===== src/rtl/pipelined_seg_adder.sv =====
// Segmented pipelined adder: one SEG_WIDTH-bit segment per stage, optional
// sign-extension estimate for the low APPROX_SEGS segments, valid/ready on both sides.
module pipelined_seg_adder #(
  parameter int WIDTH       = 12,
  parameter int SEG_WIDTH   = 4,
  parameter int APPROX_SEGS = 1
) (
  input  logic             clk,
  input  logic             rst,
  input  logic             in_valid,
  output logic             in_ready,
  input  logic             approx,
  input  logic             cin,
  input  logic [WIDTH-1:0] a,
  input  logic [WIDTH-1:0] b,
  output logic             out_valid,
  input  logic             out_ready,
  output logic [WIDTH-1:0] s,
  output logic             cout
);
  localparam int NSEG = WIDTH / SEG_WIDTH;
  localparam int L    = APPROX_SEGS * SEG_WIDTH;
  localparam int BW   = SEG_WIDTH * NSEG * (NSEG - 1) / 2;

  // Stage j keeps NSEG-1-j unconsumed b segments; fields are packed back to back.
  function automatic int boff(int j);
    return SEG_WIDTH * (j * (NSEG - 1) - (j * (j - 1)) / 2);
  endfunction

  logic                       stall;
  logic [NSEG-1:0]            vld_d, vld_q, c_d, c_q;
  logic [NSEG-2:0]            ap_d, ap_q;
  logic [NSEG-1:0][WIDTH-1:0] acc_d, acc_q;
  logic [BW-1:0]              brem_d, brem_q;

  assign stall    = vld_q[NSEG-1] & ~out_ready;
  assign in_ready = ~stall;

  // acc rotates right one segment per stage: unconsumed a on the low side,
  // finished sum segments entering from the top, so after NSEG stages acc == s.
  for (genvar i = 0; i < NSEG; i++) begin : g_st
    localparam int REM = WIDTH - i * SEG_WIDTH;
    logic                 v_in, ap_in, c_in, sgn, c_out;
    logic [WIDTH-1:0]     acc_in;
    logic [REM-1:0]       b_in;
    logic [SEG_WIDTH:0]   seg;
    logic [SEG_WIDTH-1:0] seg_s;

    if (i == 0) begin : g_head
      assign v_in   = in_valid;
      assign ap_in  = approx;
      assign c_in   = cin;
      assign acc_in = a;
      assign b_in   = b;
    end else begin : g_link
      localparam int PO = boff(i - 1);
      assign v_in   = vld_q[i-1];
      assign ap_in  = ap_q[i-1];
      assign c_in   = c_q[i-1];
      assign acc_in = acc_q[i-1];
      assign b_in   = brem_q[PO +: REM];
    end

    if (i < APPROX_SEGS) begin : g_sgn
      assign sgn = acc_in[L-1-i*SEG_WIDTH];
    end else begin : g_nosgn
      assign sgn = 1'b0;
    end

    always_comb begin
      seg   = {1'b0, acc_in[SEG_WIDTH-1:0]} + {1'b0, b_in[SEG_WIDTH-1:0]}
            + {{SEG_WIDTH{1'b0}}, c_in};
      seg_s = seg[SEG_WIDTH-1:0];
      c_out = seg[SEG_WIDTH];
      if (ap_in && (i < APPROX_SEGS)) begin
        seg_s = {SEG_WIDTH{sgn}};
        c_out = sgn;
      end
    end

    assign vld_d[i] = v_in;
    assign c_d[i]   = c_out;
    assign acc_d[i] = {seg_s, acc_in[WIDTH-1:SEG_WIDTH]};
    if (i < NSEG - 1) begin : g_fwd
      assign ap_d[i]                            = ap_in;
      assign brem_d[boff(i) +: REM - SEG_WIDTH] = b_in[REM-1:SEG_WIDTH];
    end
  end

  always_ff @(posedge clk or posedge rst) begin
    if (rst) begin
      vld_q  <= '0;
      c_q    <= '0;
      ap_q   <= '0;
      acc_q  <= '0;
      brem_q <= '0;
    end else if (!stall) begin
      vld_q  <= vld_d;
      c_q    <= c_d;
      ap_q   <= ap_d;
      acc_q  <= acc_d;
      brem_q <= brem_d;
    end
  end

  assign out_valid = vld_q[NSEG-1];
  assign s         = acc_q[NSEG-1];
  assign cout      = c_q[NSEG-1];
endmodule


===== config.mk =====
export PLATFORM = sky130hd
export DESIGN_NAME = pipelined_seg_adder
export DESIGN_NICKNAME = d
export VERILOG_FILES = /design/src/rtl/pipelined_seg_adder.sv
export SDC_FILE = /design/constraint.sdc
export NUM_CORES = 1
export LEC_CHECK = 0
export ABC_AREA = 1
export BUFFER_PORTS_ARGS = -buffer_cell sky130_fd_sc_hd__buf_2
export CAP_MARGIN = 20
export CORE_MARGIN = 5
export CORE_UTILIZATION = 59
export DETAILED_ROUTE_END_ITERATION = 16
export PLACE_DENSITY = 0.82
export RECOVER_POWER = 100
export SLEW_MARGIN = 20
export SYNTH_ARGS = -nofsm -noshare
export SYNTH_HDL_FRONTEND = slang
export SYNTH_SLANG_ARGS = --single-unit

===== constraint.sdc =====
create_clock -name clk -period 3.1 [get_ports clk]
set_input_delay 0.155 -clock clk [delete_from_list [all_inputs] [get_ports clk]]
set_output_delay 0.155 -clock clk [all_outputs]
set_load 0.005 [all_outputs]

== Yosys cells after proc, flatten, opt, wreduce, memory -nomap -nowiden ==
Cells that the tools add are included.
Widths: inputs -> output; s select.

* Add/subtract/negate cells: 6
* Mux-type cells: 2
* Bitwise logic cells: 3

{| class="wikitable"
|+ Operators with widths
! cell !! count
|-
| $add 4x4->5 || 3
|-
| $add 5x1->5 || 3
|-
| $mux 4 || 1
|-
| $not 1->1 || 2
|-
| $and 1x1->1 || 1
|-
| $mux 1 || 1
|}

* Register bits: 54

== Longest topological paths before layout ==
* Depth in word-level cells: 3
* Gate-level depth with buffers: 6
* Gate-level depth less buffers: 6

== Least setup slack after synthesis ==
OpenSTA, ideal clock, no wires.

* Path kind: register to register
* Start: register c_q[1]
* End: register acc_q (netlist bit s[9])
* Setup time: 0.083 ns
* Arrival: 1.408 ns
* Data required time: 3.017 ns
* Setup slack: 1.610 ns
* Stages on the path, launching flop included: 5
* Period minus slack after synthesis: 1.490 ns
* Cells stage by stage: dfrtp_1 > fa_1 > inv_1 > fa_1 > o21ai_0

* Word-level cells in the longest chain between the ends: 1

{| class="wikitable"
|+ RTL lines
! what !! RTL line !! source
|-
| from (decl) || 31 || <nowiki>logic [NSEG-1:0] vld_d, vld_q, c_d, c_q;</nowiki>
|-
| from (signal assigned) || 93 || <nowiki>c_q <= '0;</nowiki>
|-
| from (signal assigned) || 99 || <nowiki>c_q <= c_d;</nowiki>
|-
| $add 5x1->5 || 72 || <nowiki>+ {{SEG_WIDTH{1'b0}}, c_in};</nowiki>
|-
| to (signal assigned) || 95 || <nowiki>acc_q <= '0;</nowiki>
|-
| to (signal assigned) || 101 || <nowiki>acc_q <= acc_d;</nowiki>
|-
| to (decl) || 33 || <nowiki>logic [NSEG-1:0][WIDTH-1:0] acc_d, acc_q;</nowiki>
|}

Every way passes these cells.
A chain may end at the register's enable or synchronous reset.

== Final worst setup path ==
* Start: register vld_q[2]
* End: output in_ready

* Word-level cells in the longest chain between the ends: 2

{| class="wikitable"
|+ RTL lines
! what !! RTL line !! source
|-
| from (decl) || 31 ||
|-
| from (signal assigned) || 98 || <nowiki>vld_q <= vld_d;</nowiki>
|-
| $and 1x1->1 || 36 || <nowiki>assign stall = vld_q[NSEG-1] & ~out_ready;</nowiki>
|-
| $not 1->1 || 37 || <nowiki>assign in_ready = ~stall;</nowiki>
|-
| to (decl) || 11 || <nowiki>output logic in_ready,</nowiki>
|}

Every way passes these cells.

==> results.ini <==
[worst_setup_path]
r2r-start = vld_q[2]
cpLargestDelayFamily = buffers and inverters
worstPathMaxFanout = 55
path_cells = inv_1 -> nor2_1 -> inv_1 -> clkbuf_1
cp-startpoint = vld_q[2]
start_kind = flip-flop
cpPeakStageDelay_ps = 970
crit_required_ps = 2940
crit_type = flip-flop to primary output
critPathBufInv = 3
cp-end-kind = primary output
cp.arrival_ps = 1950
worst_path_max_delay_cell = inv_1
cpMostUsedCell = inv_1

[placement]
gp_congestion = 0.807
placed_cells = 352
dp_worst_setup_slack_ps = 1440
port_buffers = 44
hpwl_um = 2960

[final_layout]
drive_above_1_share_pct = 16.2
fillers = 335
areaGrowthSynthToFinish_pct = 12.3
register_area_sq_um = 1350
antenna_cells = 0
utilization_pct = 68.6
nNetsFinal = 354
multi_input_area_sq_um = 920
layout.cells.non_filler = 359

[power_and_ir_drop]
p_per_area_nw_per_um2 = 805
leakage_nw = 1.45
irDropWorstVdd_mv = 0.351

[route]
vias_per_cell = 4.96
vias = 1782
wl_per_cell_um = 11.7
drtAntennaViolNets = 0
drc = 0
drt-total-wl_um = 4210
firstDrtPassIters = 4
drt_iter0_markers = 115

[clocking]
cts_resized = 0
cts_buffers = 5
cts_tree = done
postCtsSetupRepairBufs = 0
clk_latency_ps = 300
h-tree-depth = 2
clock-sinks = 54
cts_root_buf = clkbuf_8
clk_pin_slew_ps = 90
clk_path_buf_depth = 2
cts_hold_buf = 0

[sta]
hold_viol_final = 0
finalSetupViolCount = 0
worst_pin_slew_ps = 2230
fin_ws_ps = 997
final.setup_skew_ps = 6.61
clock.fmax_ghz = 0.475
maxSlewViolCount = 55
period_share_pct = 67.8
timing.setup.tns_ps = 0
rsz0062_at_grt = false
period_needed_ps = 2100
worst_hold_slack_ps = 35.7
relSlewSlack_pct = -49.6

[global_route]
grt_util_all_layers_pct = 17.3
grt_max_degree = 56
grt_pass1_vias = 1647
grt_overflow = 0
grt_first_pass_wirelength_um = 7130
antenna_found_initial = 0

[yosys]
synth_top_area_share_pct = 55.3
yosysMostFrequentCell = nand2_1
async_flop_share_pct = 100
synth_area_leaders = dfrtp_1 55%, nand2_1 14%, fa_1 4.9%
syn_inst = 267
synthTopCellsByCount = 93 x nand2_1, 54 x dfrtp_1, 26 x inv_1
synth.largest_area_cell = dfrtp_1
synth_nets = 312
synth-seq-area-share_pct = 55.3
yosys.cell_types.count = 19
syn_avg_cell_area_sq_um = 9.15
synth_ff_type = dfrtp_1
synth_area_sq_um = 2440
ys_seq_elements = 54
yosysWarnings = 0
synth_edf_count = 0

[status]
violations = max-capacitance violations, max-slew violations
status = complete, but fails checks

[floorplanning]
fp.dieW_um = 74.4
std_cell_rows = 23
initial_core_util_pct = 61.1
coreArea_sq_um = 4000
die_y_um = 74.4
io_pins = 45
die_area_sq_um = 5530

[run]
cap_violations = 1

[min_path]
hold_path_class = input pin to flip-flop
hold_start = a[6]

metrics by stage:
| stage | cell area, sq um | total power (W) |
|---|---|---|
| final | 2740 | 0.00221 |
| after floorplan | 2440 | 0.00164 |
| after global placement | 2670 | 0.00184 |
| after detailed placement | 2670 | 0.00188 |
| after CTS | 2760 | 0.00225 |
| after global routing | 2740 | 0.00242 |
routing by layer:
metal	up-vias	global-route usage [%]	part of all wire, %
li1	922	-	-
met4	0	7.11	1.8
met5	-	0	0
met1	820	23.4	47
met3	6	4.46	5.3
met2	34	26.9	46
area by class of cell:
class / count / area share [%]
inverter: 27 / 3.74
timing repair buffer: 45 / 8.16
clock buffer: 5 / 2.51
tap: 50 / 2.28
clock inverter: 2 / 0.547
multi-input combinational: 176 / 33.5
sequential: 54 / 49.2
sequential cells by signal, indices dropped and copies added, names as in the netlist:
register / count
brem_q: 12
c_q: 3
g_st.acc_in: 24
s: 12
vld_q: 3
cells by family after synthesis:
kind of cell,share of synthesized area (%)
AND/OR/NAND/NOR,19.3
buffers and inverters,6.60
flip-flops,55.3
adder cells (fa/ha/maj),9.52
AO/OA/AOI/OAI,9.27
power breakdown:
group | switching [W] | internal, W | total [W]
logic | 0.000433 | 0.000307 | 0.000740
clock network | 0.000217 | 0.000154 | 0.000372
registers | 0.000130 | 0.000966 | 0.00110
layout by cell type (no fill, tap or decap), types with 4 or more instances in the layout:
master    synthesis  routed
nor2_1           11      12
inv_1            26      26
clkbuf_8          0       5
ha_1              9       9
nand2_1          93      93
nand3_1           8       8
o21ai_0          17      31
fa_1              6       6
buf_2             6      41
nand3b_1          4       4
a21oi_1          11      12
dfrtp_1          54      54
worst register-to-register path: stages (launching register included):
cell and delay, ps:
dfrtp_1 390, inv_1 60, nor2_1 40, inv_1 970
o21ai_0 230
path summary, 6_finish.rpt:
| kind | endpoint | slack (ps) | cells past startpoint |
|---|---|---|---|
| max in group asynchronous | g_st[2].acc_in[8] | 1650 | 2 |
| setup / recovery | in_ready | 1000 | 4 |
| hold reg to reg | vld_q[2] | 470 | 2 |
| setup reg to reg | vld_q[1] | 1240 | 4 |
| min in group asynchronous | s[2] | 430 | 2 |
| hold / removal | g_st[1].acc_in[2] | 40 | 3 |
Power figures use the tool's default switching activity.
